[config.mk]
export PLATFORM = sky130hd
export DESIGN_NAME = psum_accum_sfp_flat
export DESIGN_NICKNAME = d
export VERILOG_FILES = /design/src/rtl/psum_accum_sfp_pkg.sv /design/src/rtl/psum_accum_sfp_if.sv /design/src/rtl/psum_accum_sfp_lane.sv /design/src/rtl/psum_accum_sfp.sv /design/src/flat_wrapper.sv
export SDC_FILE = /design/constraint.sdc
export NUM_CORES = 1
export LEC_CHECK = 0
export BUFFER_PORTS_ARGS = -buffer_cell sky130_fd_sc_hd__clkbuf_2
export CORE_ASPECT_RATIO = 0.6
export CORE_MARGIN = 2
export CORE_UTILIZATION = 40
export CTS_BUF_LIST = sky130_fd_sc_hd__clkbuf_16
export DETAILED_ROUTE_END_ITERATION = 8
export PLACE_DENSITY = 0.59
export SYNTH_ARGS = -nofsm -noshare
export SYNTH_HDL_FRONTEND = slang
export SYNTH_HIERARCHICAL = 1
export SYNTH_SLANG_ARGS = --single-unit
[constraint.sdc]
create_clock -name clk -period 5.4 [get_ports clk]
set_clock_uncertainty 0.05 [all_clocks]
set_input_delay 0.81 -clock clk [delete_from_list [all_inputs] [get_ports clk]]
set_output_delay 0.81 -clock clk [all_outputs]
set_load 0.05 [all_outputs]
[src/rtl/psum_accum_sfp_pkg.sv]
// Shared definitions for the partial-sum accumulator: default widths,
// job-field widths, saturation limits and the controller state type.
package psum_accum_sfp_pkg;

  localparam int def_col     = 8;
  localparam int def_psum_bw = 16;
  localparam int def_addr_bw = 11;
  localparam int num_acc_bw  = 4;
  localparam int num_out_bw  = 6;

  // Signed clamp limits of one lane at the default partial-sum width
  localparam logic signed [def_psum_bw-1:0] sat_max = {1'b0, {(def_psum_bw-1){1'b1}}};
  localparam logic signed [def_psum_bw-1:0] sat_min = {1'b1, {(def_psum_bw-1){1'b0}}};

  typedef enum logic [2:0] {
    st_idle,
    st_read,
    st_drain,
    st_emit,
    st_fin
  } state_t;

endpackage

[src/rtl/psum_accum_sfp_if.sv]
// Bus bundle between the accumulator and its surroundings: the read-only
// psum SRAM port plus the valid/ready output stream of ReLU'd rows.
interface psum_accum_sfp_if #(
  parameter int col     = psum_accum_sfp_pkg::def_col,
  parameter int psum_bw = psum_accum_sfp_pkg::def_psum_bw,
  parameter int addr_bw = psum_accum_sfp_pkg::def_addr_bw
) ();

  logic                     psum_cen;
  logic                     psum_wen;
  logic [addr_bw-1:0]       psum_a;
  logic [psum_bw*col-1:0]   psum_q;
  logic                     out_valid;
  logic                     out_ready;
  logic [psum_bw*col-1:0]   out_data;

  modport master (
    output psum_cen, psum_wen, psum_a, out_valid, out_data,
    input  psum_q, out_ready
  );

  modport slave (
    input  psum_cen, psum_wen, psum_a, out_valid, out_data,
    output psum_q, out_ready
  );

endinterface

[src/rtl/psum_accum_sfp_lane.sv]
// One output lane: signed saturating accumulator with clear, plus a
// registered ReLU result that stays put until the next load.
module sfp_lane
  import psum_accum_sfp_pkg::*;
#(
  parameter int psum_bw = def_psum_bw
) (
  input  logic                      clk,
  input  logic                      reset,
  input  logic                      clear,
  input  logic                      add_en,
  input  logic                      load_out,
  input  logic signed [psum_bw-1:0] word,
  output logic        [psum_bw-1:0] out
);

  // Same limits as the package constants, derived for this lane's width
  localparam logic signed [psum_bw-1:0] lim_max = {1'b0, {(psum_bw-1){1'b1}}};
  localparam logic signed [psum_bw-1:0] lim_min = {1'b1, {(psum_bw-1){1'b0}}};

  logic signed [psum_bw-1:0] acc;
  logic signed [psum_bw-1:0] acc_next;
  logic        [psum_bw:0]   wide_sum;

  // Sign-extended add; a mismatch of the top two bits means overflow, clamp by direction
  always_comb begin
    wide_sum = {acc[psum_bw-1], acc} + {word[psum_bw-1], word};
    acc_next = acc;
    if (add_en) begin
      if (wide_sum[psum_bw] != wide_sum[psum_bw-1]) begin
        acc_next = wide_sum[psum_bw] ? lim_min : lim_max;
      end else begin
        acc_next = wide_sum[psum_bw-1:0];
      end
    end
  end

  // Accumulator and output register; the output captures ReLU of the final sum
  always_ff @(posedge clk or posedge reset) begin
    if (reset) begin
      acc <= '0;
      out <= '0;
    end else begin
      if (clear) begin
        acc <= '0;
      end else begin
        acc <= acc_next;
      end
      if (load_out) begin
        out <= acc_next[psum_bw-1] ? '0 : acc_next;
      end
    end
  end

endmodule

[src/rtl/psum_accum_sfp.sv]
// Partial-sum accumulator: for each output, reads num_acc consecutive psum
// words from SRAM, sums them per lane with saturation, and emits the ReLU'd
// row over a valid/ready stream. The address pointer runs across outputs.
module psum_accum_sfp
  import psum_accum_sfp_pkg::*;
#(
  parameter int col     = def_col,
  parameter int psum_bw = def_psum_bw,
  parameter int addr_bw = def_addr_bw
) (
  input  logic                  clk,
  input  logic                  reset,
  input  logic                  start,
  input  logic [addr_bw-1:0]    base_addr,
  input  logic [num_acc_bw-1:0] num_acc,
  input  logic [num_out_bw-1:0] num_out,
  output logic                  busy,
  output logic                  done,
  psum_accum_sfp_if.master      bus
);

  state_t state;
  state_t state_next;

  logic [addr_bw-1:0]    ptr;
  logic [num_acc_bw-1:0] n_acc;
  logic [num_acc_bw-1:0] rd_cnt;
  logic [num_out_bw-1:0] out_left;
  logic                  rd_vld;

  logic                  rd_en;
  logic                  emit;
  logic                  last_rd;
  logic                  acc_clear;
  logic                  load_out;
  logic [col-1:0][psum_bw-1:0] lane_out;

  assign last_rd   = (rd_cnt == n_acc - 4'd1);
  assign acc_clear = (state == st_read) && (rd_cnt == '0);
  assign load_out  = (state == st_drain);

  assign bus.psum_cen  = ~rd_en;
  assign bus.psum_wen  = 1'b1;
  assign bus.psum_a    = ptr;
  assign bus.out_valid = emit;
  assign bus.out_data  = lane_out;

  // State register
  always_ff @(posedge clk or posedge reset) begin
    if (reset) begin
      state <= st_idle;
    end else begin
      state <= state_next;
    end
  end

  // Next-state and control decode
  always_comb begin
    state_next = state;
    rd_en      = 1'b0;
    emit       = 1'b0;
    done       = 1'b0;
    busy       = (state != st_idle);
    case (state)
      st_idle: begin
        if (start) begin
          state_next = (num_out == '0) ? st_fin : st_read;
        end
      end
      st_read: begin
        rd_en = 1'b1;
        if (last_rd) begin
          state_next = st_drain;
        end
      end
      st_drain: begin
        state_next = st_emit;
      end
      st_emit: begin
        emit = 1'b1;
        if (bus.out_ready) begin
          state_next = (out_left == 6'd1) ? st_fin : st_read;
        end
      end
      st_fin: begin
        done       = 1'b1;
        state_next = st_idle;
      end
      default: begin
        state_next = st_idle;
      end
    endcase
  end

  // Job parameters, address pointer, read counter and read-valid tracking
  always_ff @(posedge clk or posedge reset) begin
    if (reset) begin
      ptr      <= '0;
      n_acc    <= '0;
      rd_cnt   <= '0;
      out_left <= '0;
      rd_vld   <= 1'b0;
    end else begin
      rd_vld <= (state == st_read);
      case (state)
        st_idle: begin
          if (start) begin
            ptr      <= base_addr;
            n_acc    <= (num_acc == '0) ? 4'd1 : num_acc;
            out_left <= num_out;
            rd_cnt   <= '0;
          end
        end
        st_read: begin
          ptr    <= ptr + 1'b1;
          rd_cnt <= last_rd ? '0 : rd_cnt + 4'd1;
        end
        st_emit: begin
          if (bus.out_ready) begin
            out_left <= out_left - 6'd1;
          end
        end
        default: begin
        end
      endcase
    end
  end

  for (genvar i = 0; i < col; i++) begin : g_lane
    sfp_lane #(
      .psum_bw(psum_bw)
    ) u_lane (
      .clk      (clk),
      .reset    (reset),
      .clear    (acc_clear),
      .add_en   (rd_vld),
      .load_out (load_out),
      .word     (bus.psum_q[psum_bw*i +: psum_bw]),
      .out      (lane_out[i])
    );
  end

endmodule

[src/flat_wrapper.sv]
// flat-port wrapper written by rule: the top's interface ports become plain ports
module psum_accum_sfp_flat import psum_accum_sfp_pkg::*;
#(
  parameter int col     = def_col,
  parameter int psum_bw = def_psum_bw,
  parameter int addr_bw = def_addr_bw
)
  (clk, reset, start, base_addr, num_acc, num_out, busy, done, bus_psum_cen, bus_psum_wen, bus_psum_a, bus_out_valid, bus_out_data, bus_psum_q, bus_out_ready);
  psum_accum_sfp_if #(.col(col), .psum_bw(psum_bw), .addr_bw(addr_bw)) bus_i ();
  input  logic clk;
  input  logic reset;
  input  logic start;
  input  logic [addr_bw-1:0] base_addr;
  input  logic [num_acc_bw-1:0] num_acc;
  input  logic [num_out_bw-1:0] num_out;
  output logic busy;
  output logic done;
  output wire logic [$bits(bus_i.psum_cen)-1:0] bus_psum_cen;
  output wire logic [$bits(bus_i.psum_wen)-1:0] bus_psum_wen;
  output wire logic [$bits(bus_i.psum_a)-1:0] bus_psum_a;
  output wire logic [$bits(bus_i.out_valid)-1:0] bus_out_valid;
  output wire logic [$bits(bus_i.out_data)-1:0] bus_out_data;
  input wire logic [$bits(bus_i.psum_q)-1:0] bus_psum_q;
  input wire logic [$bits(bus_i.out_ready)-1:0] bus_out_ready;
  assign bus_psum_cen = bus_i.psum_cen;
  assign bus_psum_wen = bus_i.psum_wen;
  assign bus_psum_a = bus_i.psum_a;
  assign bus_out_valid = bus_i.out_valid;
  assign bus_out_data = bus_i.out_data;
  assign bus_i.psum_q = bus_psum_q;
  assign bus_i.out_ready = bus_out_ready;
  psum_accum_sfp #(.col(col), .psum_bw(psum_bw), .addr_bw(addr_bw)) u_core (.clk(clk), .reset(reset), .start(start), .base_addr(base_addr), .num_acc(num_acc), .num_out(num_out), .busy(busy), .done(done), .bus(bus_i));
endmodule
-- Word-level counts from Yosys, hierarchy flattened
Cells that the tools add are included.
- logic and storage cells: 122
- input bits: 153
- output and inout bits: 144
- register bits after elaboration: 285
- eq/ne operators: 17
- add/subtract/negate cells: 12
- mux-type cells: 58
- bitwise gates (word level): 1
- reductions and logical operators: 12
- operators with widths (kind ; count):
    2-to-1 mux 16 bit ; 32
    adder 16 x 16 -> 17 bit ; 8
    2-to-1 mux 15 bit ; 8
    case mux 11 bit (2 select lines) ; 1
    2-to-1 mux 3 bit ; 5
    2-to-1 mux 4 bit ; 3
    2-to-1 mux 6 bit ; 2
    case mux 3 bit (4 select lines) ; 1
    case mux 6 bit (2 select lines) ; 1
    adder 11 x 1 -> 11 bit, second input constant ; 1
    2-to-1 mux 11 bit ; 1
    logical NOT 4 bit ; 2
    != test 1 bit ; 8
    case mux 4 bit (2 select lines) ; 1
    equality test 3 x 2 -> 1 bit, second input constant ; 2
    equality test 6 x 1 -> 1 bit, second input constant ; 1
    logical NOT 6 bit ; 1
    AND reduction 3 bit ; 2
    subtractor 6 x 1 -> 6 bit, second input constant ; 1
    adder 4 x 1 -> 4 bit, second input constant ; 1
    equality test 4 bit ; 1
    != test 2 bit, second input constant ; 2
    AND reduction 2 bit ; 2
    nonzero test 2 bit ; 2
    other kinds (9) ; 11

-- Logic depth before layout (Yosys ltp)
Gate-level depths: netlist of run 1.
- depth in word-level cells: 5
- depth in mapped cells: 10
- mapped depth without buffers: 9

-- Hierarchy
The synthesis of run 1 kept the hierarchy.
- modules (own cells, without submodules) (module ; cells an instance ; area each (µm²) ; seq. area each (µm²) ; times used):
    sfp_lane at u_core.g_lane[4].u_lane ... ; 252 ; 2367.3 ; 775.7 ; 4
    sfp_lane at u_core.g_lane[0].u_lane ... ; 256 ; 2338.5 ; 775.7 ; 4
    psum_accum_sfp ; 192 ; 1715.4 ; 725.7 ; 1

-- Worst setup path after synthesis of run 1
OpenSTA, ideal clock, no wires.
- path kind: flip-flop to flip-flop
- from: reg u_core.state[2]
- to: reg u_core.g_lane[0].u_lane.acc[5]
- library setup time: 125 ps
- cell stages (with the launch flop): 6
- clock period less this slack: 6140 ps
- buffers on the path: 1
- data required time: 5225 ps
- setup slack: -740 ps
- arrival: 5964 ps
- path through: dfrtp_1 -> or3b_1 -> clkbuf_1 -> nor4b_1 -> nor2_1 -> a32o_2
- longest elaborated chain between the ends: 3
- RTL lines (element ; line ; RTL):
    start: declaration ; psum_accum_sfp.sv:22 ; state_t state;
    start signal: assignment ; psum_accum_sfp.sv:51 ; state <= st_idle;
    start signal: assignment ; psum_accum_sfp.sv:53 ; state <= state_next;
    equality test 3 x 1 -> 1 bit ; psum_accum_sfp.sv:39 ; assign acc_clear = (state == st_read) && (rd_cnt == '0);
    logical AND 1 bit ; psum_accum_sfp.sv:39 ;
    net u_core.acc_clear ; psum_accum_sfp.sv:34 ; logic acc_clear;
    2-to-1 mux 16 bit ; psum_accum_sfp_lane.sv:44 ; if (clear) begin
    end signal: assignment ; psum_accum_sfp_lane.sv:47 ; acc <= acc_next;
    end: declaration ; psum_accum_sfp_lane.sv:21 ; logic signed [psum_bw-1:0] acc;
The timed path passes the listed nets, and every way through them passes these cells.
A chain may end at the register's enable or synchronous reset.

-- Worst setup path in the final report of run 1
- from: reg u_core.g_lane[1].u_lane.acc[1]
- to: reg u_core.g_lane[1].u_lane.out[12]
- longest elaborated chain between the ends: 5
- elaborated cells between the ends (all ways): 6
- classes of those cells: add/sub (1); eq/ne (1); mux (4)
- RTL lines (element ; line ; RTL):
    start: declaration ; psum_accum_sfp_lane.sv:21 ;
    start signal: assignment ; psum_accum_sfp_lane.sv:47 ;
    adder 16 x 16 -> 17 bit (*) ; psum_accum_sfp_lane.sv:27 ; wide_sum = {acc[psum_bw-1], acc} + {word[psum_bw-1], word};
    2-to-1 mux 16 bit or != test 1 bit (tied branches) ; psum_accum_sfp_lane.sv:31, psum_accum_sfp_lane.sv:30 ;
    2-to-1 mux 16 bit (*) ; psum_accum_sfp_lane.sv:30 ; if (wide_sum[psum_bw] != wide_sum[psum_bw-1]) begin
    2-to-1 mux 16 bit (*) ; psum_accum_sfp_lane.sv:29 ; if (add_en) begin
    2-to-1 mux 15 bit (*) ; psum_accum_sfp_lane.sv:50 ; out <= acc_next[psum_bw-1] ? '0 : acc_next;
    end signal: assignment ; psum_accum_sfp_lane.sv:50 ;
    end: declaration ; psum_accum_sfp_lane.sv:14 ; output logic [psum_bw-1:0] out
Every way passes the cells marked *; elsewhere a longest branch is shown, timed or not.

==> results of run 1 <==
==> synth_stat cells (21+ instances only) <==
cell type    n
a211o_1     24
a211oi_1    46
a211oi_2    28
a21o_1      26
a21oi_1    209
a221o_1     21
and2_1      24
and3_1      37
clkbuf_1    49
dfrtp_1    277
ha_1       134
inv_1       95
nand2_1    132
nand3_1     40
nor2_1     165
nor2b_1     58
nor3_1      60
o211ai_1    33
o21a_1      21
o21ai_0    162
o31ai_1     21
xnor2_1     58
xor2_1      56
==> layer usage <==
metal	wire length, um	global-route usage (%)
met1	32100	36.5
met2	27300	34.3
met3	4220	4.20
met4	1450	5.76
met5	0	0
==> final cells by class <==
class	instances	area (um2)
Clock buffer	31	776
Antenna cell	3	7.51
Timing Repair Buffer	304	1610
Clock inverter	27	280
Fill cell	4927	27200
Sequential cell	277	6940
Tap cell	693	867
Inverter	97	364
Multi-Input combinational cell	1766	12800
==> metrics by stage <==
| stage | cells | area, um2 |
|---|---|---|
| after detailed placement | 3137 | 22600 |
| after global routing | 3197 | 23700 |
| after CTS | 3195 | 23700 |
| after global placement | 3137 | 22600 |
| final | 3198 | 23700 |
| after floorplan | 2224 | 20500 |
==> cells by family (layout without fill, tap and decap cells) <==
logic type | count (synthesis) | in the layout | synth area share (%)
simple gates | 598 | 598 | 14.8
compound gates | 861 | 861 | 31.1
mux | 13 | 13 | 0.731
buf+inv | 181 | 459 | 3.87
other cells | 9 | 12 | 0.164
fa+ha+maj | 166 | 166 | 10.2
flops | 277 | 277 | 33.7
xor+xnor | 119 | 119 | 5.29
==> path summary, 6_finish.rpt <==
path / end / slack, ns / depth (start not counted)
min in group asynchronous: u_core/out_left[4] / 0.54 / 3
hold / removal: u_core/bus.psum_a[7] / 0.38 / 2
setup / recovery: u_core/g_lane[1].u_lane/out[12] / 2.14 / 8
hold reg to reg: u_core/g_lane[4].u_lane/out[4] / 0.44 / 1
setup reg to reg: u_core/g_lane[1].u_lane/out[12] / 2.14 / 8
max in group asynchronous: u_core/g_lane[2].u_lane/out[7] / 4.41 / 3
==> critical path: cells and delay by family, from the launching register on <==
family	cells	cell delay, ns
AO/OA/AOI/OAI	6	1.49
multiplexers	1	0.83
flip-flops	1	0.45
adder cells (fa/ha/maj)	1	0.33
==> state kept, by name, indices dropped and copies added, names as in the netlist <==
name	flops
u_core/rd_vld	1
u_core/g_lane.u_lane/out	120
u_core/out_left	6
u_core/g_lane.u_lane/acc	128
u_core/n_acc	4
u_core/bus.psum_a	11
u_core/rd_cnt	4
u_core/state	3
==> layout by cell type, fill, tap and decap left out, drive strengths merged, types with 30 or more instances in the layout <==
| cell type | count |
|---|---|
| nor2 | 165 |
| o21ai | 182 |
| xor2 | 56 |
| a21o | 30 |
| nand2 | 144 |
| nor2b | 58 |
| ha | 134 |
| and3 | 41 |
| inv | 100 |
| nand3 | 44 |
| clkbuf | 318 |
| nor3 | 72 |
| o211ai | 53 |
| dfrtp | 277 |
| a211oi | 74 |
| a21oi | 225 |
| xnor2 | 62 |
==> metrics.md, run 1 <==
| Metric | Value |
|---|---|
| Setup TNS Final | 0 ns |
| Global-route wire length before repair | 103,000 um |
| CP Class | reg -> reg |
| Area growth, synth to finish | 15.3% |
| Final worst setup slack | 2.14 ns |
| Synthesized instance count | 2,224 |
| Vias after detailed routing | 18.8k |
| Clock Latency Late Sink | 0.59 ns |
| Worst Path Required | 5.84 ns |
| WHS | 0.376 ns |
| CTS tree | done |
| Critical-path top delay cell | mux2i_1 |
| Ys async rst share | 100% |
| Slowest Stage Delay on Critical Path | 0.83 ns |
| Number of hold buffers added after cts | 0 |
| WP data arrival | 3.70 ns |
| Sequential area share after synthesis | 33.7% |
| Hold Startpoint | base_addr[7] |
| Max Root-Sink Buffers | 3 |
| Max cap viols | 0 |
| Avg Synthesized Cell Area | 9.23 um2 |
| Syn nets | 2,519 |
| Drt wl/cell | 20.3 um |
| Drt first pass iters | 5 |
| Max Freq | 307 MHz |
| Layout cells sized above 1 | 21.7% |
| RSZ-0062 raised after global routing | false |
| CTS root buffer | clkbuf_16 |
| Clock slew at reported path FFs | 0.07 ns |
| Dpl hpwl | 47,900 um |
| Final Hold Vio Count | 0 |
| CTS HTree Levels | 1 |
| Largest net degree at the start of global routing | 121 |
| Main synth FF type | dfrtp_1 |
| Final net count | 2,772 |
| Util after Layout | 46.6% |
| Worst min-delay path class | in -> reg |
| Slew margin rel. | 21.4% |
| Die height | 180 um |
| Finish-stage setup viols | 0 |
| Number of flops mapped to enable cells by yosys | 0 |
| Die area | 0.0532 mm2 |
| Max-slew violations | 0 |
| Status | completed |
| Initial Util | 40.4% |
| Gr ovfl total | 0 |
| Synthesized area | 0.0205 mm2 |
| Crit Reg-Reg Startpoint | u_core/g_lane[1].u_lane/acc[1] |
| Yosys cell types | 92 |
| GRT Overall Usage | 23.8% |
| Crit end category | flip-flop |
| Post-route DRC | 0 |
| Die W | 297 um |
| Period Utilization, post-route | 60.4% |
| Placeable Area | 0.0508 mm2 |
| Avg Vias per Cell | 5.88 |
| CP Cell Sequence | ha_1, a211oi_2, o211ai_2, a32o_2, a21oi_4, mux2i_1, a211oi_2, o32ai_2 |
| TritonCTS Buffers | 31 |
| Postcts setup bufs | 0 |
| Crit Path Max Fanout | 9 |
| Worst-margin pin slew | 1.18 ns |
| Seq cells post-synth | 277 |
| Antenna violations before repair | 3 |
| Vias in the first global route | 18.1k |
| Antenna Violating Nets Remaining | 0 |
| Starting DRC count in detailed routing | 1,508 |
| IO Count | 297 |
| Post-Route WL | 65,100 um |
| Crit path launch | u_core/g_lane[1].u_lane/acc[1] |
| Cell taking the most area after synthesis | dfrtp_1 |
| Yosys top cell area share | 33.7% |
| FP Rows | 64 |
| Yosys warning total | 6 |
| Routability cong. | 0.952 |
| Leading post-synthesis cells by cell area | dfrtp_1 (34%), ha_1 (8.2%), a21oi_1 (5.1%), o21ai_0 (3.9%), nor2_1 (3.0%) |
| CTS resizes | 0 |
| CP Launch Type | flip-flop |
| Buffers added on ports | 287 |
| Final Critical Period | 3.26 ns |
| Cell mode on critical path | a211oi_2 |
| Post-place setup slack | 1.81 ns |
| Clk sinks | 277 |
Power of run 1 is not shown: default switching activity piles up to over one toggle a cycle in this logic, so the estimate is an artifact.
==> run 2: changes to the inputs <==
Clock period 5.4 ns to 2.9 ns, I/O delays scaled along.
==> run 2 against run 1 <==
Compared with the run above:
- critical endpoint is now u_core/g_lane[1].u_lane/out[14]
- wire length grew 1.2%
- first-iteration DRC count up 6.4%
- global-route usage grew 0.17 points
- sequential cell count unchanged
- final cell count rose by 3.3%
- utilization rose by 2.1 points
- non-clock buffer count up 111
- register-to-register slack worse by 2.0 ns
- fmax up 16%
- sequential share of layout area down 1.2 points
==> metrics.md, run 2 (synthesis results as in run 1) <==
| Metric | Value |
|---|---|
| Status | completed |
| CTS root buffer | clkbuf_16 |
| Max cap viols | 0 (unchanged) |
| IO Count | 297 (unchanged) |
| Drt first pass iters | 5 (unchanged) |
| Worst min-delay path class | in -> reg |
| Crit end category | flip-flop |
| Area growth, synth to finish | 20.4% |
| CTS tree | done |
| Worst-margin pin slew | 0.834 ns (-0.343 ns) |
| Die height | 180 um (unchanged) |
| Critical-path top delay cell | a2111oi_0 |
| Clock Latency Late Sink | 0.59 ns (about the same) |
| Final Hold Vio Count | 0 (unchanged) |
| Reg2reg path depth | 9 (+1) |
| Largest net degree at the start of global routing | 46 (-62%) |
| Die area | 0.0532 mm2 (unchanged) |
| Clk sinks | 277 (unchanged) |
| Max reg flops | 128 (unchanged) |
| Clock slew at reported path FFs | 0.06 ns (about the same) |
| Layout cells sized above 1 | 26.2% (+4.5 points) |
| Most common cell after layout, fill and taps aside | clkbuf_2 |
| Max Freq | 356 MHz (+16%) |
| GRT Overall Usage | 24.0% (+0.17 points) |
| Max-slew violations | 0 (unchanged) |
| Final net count | 2,883 (+4.0%) |
| Buffers added on ports | 287 (unchanged) |
| Vias after detailed routing | 19.2k (+2.1%) |
| Slew margin rel. | 44.3% (+23 points) |
| Avg Vias per Cell | 5.81 (-1.2%) |
| Register-to-Register Setup Slack | 0.09 ns (-2.05 ns) |
| Finish-stage setup viols | 0 (unchanged) |
| Initial Util | 40.4% (unchanged) |
| Dpl hpwl | 50,200 um (+5.0%) |
| Max Root-Sink Buffers | 3 (unchanged) |
| Most frequent cells in the layout | clkbuf_2 (287), dfrtp_1 (275), a21oi_1 (206) |
| Post-Route WL | 65,900 um (+1.2%) |
| CP Depth | 9 (+1) |
| Global-route wire length before repair | 103,000 um (+0.63%) |
| CP Cell Sequence | ha_1, fa_2, a211oi_2, o211a_1, o221ai_1, xnor2_1, a2111oi_0, a221oi_2, o22ai_1 |
| Drt wl/cell | 19.9 um (-2.0%) |
| Period Utilization, post-route | 96.8% (+36 points) |
| Die W | 297 um (unchanged) |
| Util after Layout | 48.6% (+2.1 points) |
| TritonCTS Buffers | 31 (unchanged) |
| Area of placed instances | 0.0234 mm2 (+3.2%) |
| Starting DRC count in detailed routing | 1,605 (+6.4%) |
| Placeable Area | 0.0508 mm2 (unchanged) |
| FP Rows | 64 (unchanged) |
| Reg with most FFs | u_core/g_lane.u_lane/acc |
| Final Critical Period | 2.81 ns (-0.454 ns) |
| Vias in the first global route | 18.2k (+0.37%) |
| CP Launch Type | flip-flop |
| Routability cong. | 0.943 (-0.94%) |
| Antenna Violating Nets Remaining | 0 (unchanged) |
| Gr ovfl total | 0 (unchanged) |
| RSZ-0062 raised after global routing | true |
| CTS HTree Levels | 1 (unchanged) |
| Antenna violations before repair | 2 (-1) |
| Hold Crit Depth | 3 (+1) |
| Slowest Stage Delay on Critical Path | 0.51 ns (-0.32 ns) |
| Buf/Inv on CP | 0 (unchanged) |
| Post-route cell area | 0.0247 mm2 (+4.4%) |
| Post-route DRC | 0 (unchanged) |
| WP data arrival | 3.25 ns (-0.45 ns) |
| Crit Path Max Fanout | 5 (-4) |
| Worst Path Required | 3.34 ns (-2.50 ns) |
| CP Class | reg -> reg |
| Crit path max-delay family | compound AO/OA/AOI/OAI gates |
[run 2: worst reg2reg max path: stages (launching register included)]
cell and delay [ns]:
dfrtp_1 0.40, ha_1 0.23, fa_2 0.38, a211oi_2 0.28, o211a_1 0.30, o221ai_1 0.16
xnor2_1 0.18, a2111oi_0 0.51, a221oi_2 0.09, o22ai_1 0.15
[run 2: path summary, 6_finish.rpt]
| path | start | to |
|---|---|---|
| setup / recovery | u_core/g_lane[1].u_lane/acc[0] | u_core/g_lane[1].u_lane/out[14] |
| hold / removal | num_acc[1] | u_core/n_acc[1] |
| setup reg to reg | u_core/g_lane[1].u_lane/acc[0] | u_core/g_lane[1].u_lane/out[14] |
| hold reg to reg | u_core/g_lane[6].u_lane/out[1] | u_core/g_lane[6].u_lane/out[1] |
| max in group asynchronous | reset | u_core/n_acc[1] |
| min in group asynchronous | reset | u_core/g_lane[2].u_lane/out[14] |
[run 2: cell type report]
class / count / area [um2]
antenna: 2 / 5.00
clock buffer: 31 / 776
clock inverter: 23 / 265
fill: 4846 / 26100
inverter: 97 / 364
multi-input combinational: 1766 / 13000
sequential: 277 / 6940
tap: 693 / 867
timing repair buffer: 415 / 2490
[run 2: routing by layer]
layer / GRT usage, % / up-vias / part of all wire, %
met5: 0 / - / 0
met4: 6.75 / 0 / 2.9
met3: 3.46 / 86 / 6.2
met2: 34.1 / 680 / 42
met1: 37.4 / 9293 / 49
li1: - / 9129 / -
[run 2: through the flow]
| stage | setup slack [ns] | TNS, ns | cells | hold WS [ns] |
|---|---|---|---|---|
| finish | 0.0938 | 0 | 3304 | 0.0479 |
| floorplan | -0.144 | -2.73 | 2224 | 0.417 |
| global placement | -0.0180 | -0.0821 | 3231 | 0.427 |
| CTS | 0.0361 | 0 | 3291 | 0.00992 |
| detailed placement | -0.0742 | -1.39 | 3231 | 0.432 |
| global route | -0.0478 | -0.127 | 3304 | 0.0279 |
[run 2: repair_timing]
item	4_1_cts	5_1_grt
endpoints found under the hold margin	6	0
setup buffers	0	11
hold buffers	6	0
resized for setup	0	42
setup endpoints to repair	0	157
Power of run 2 is left out for the same reason.
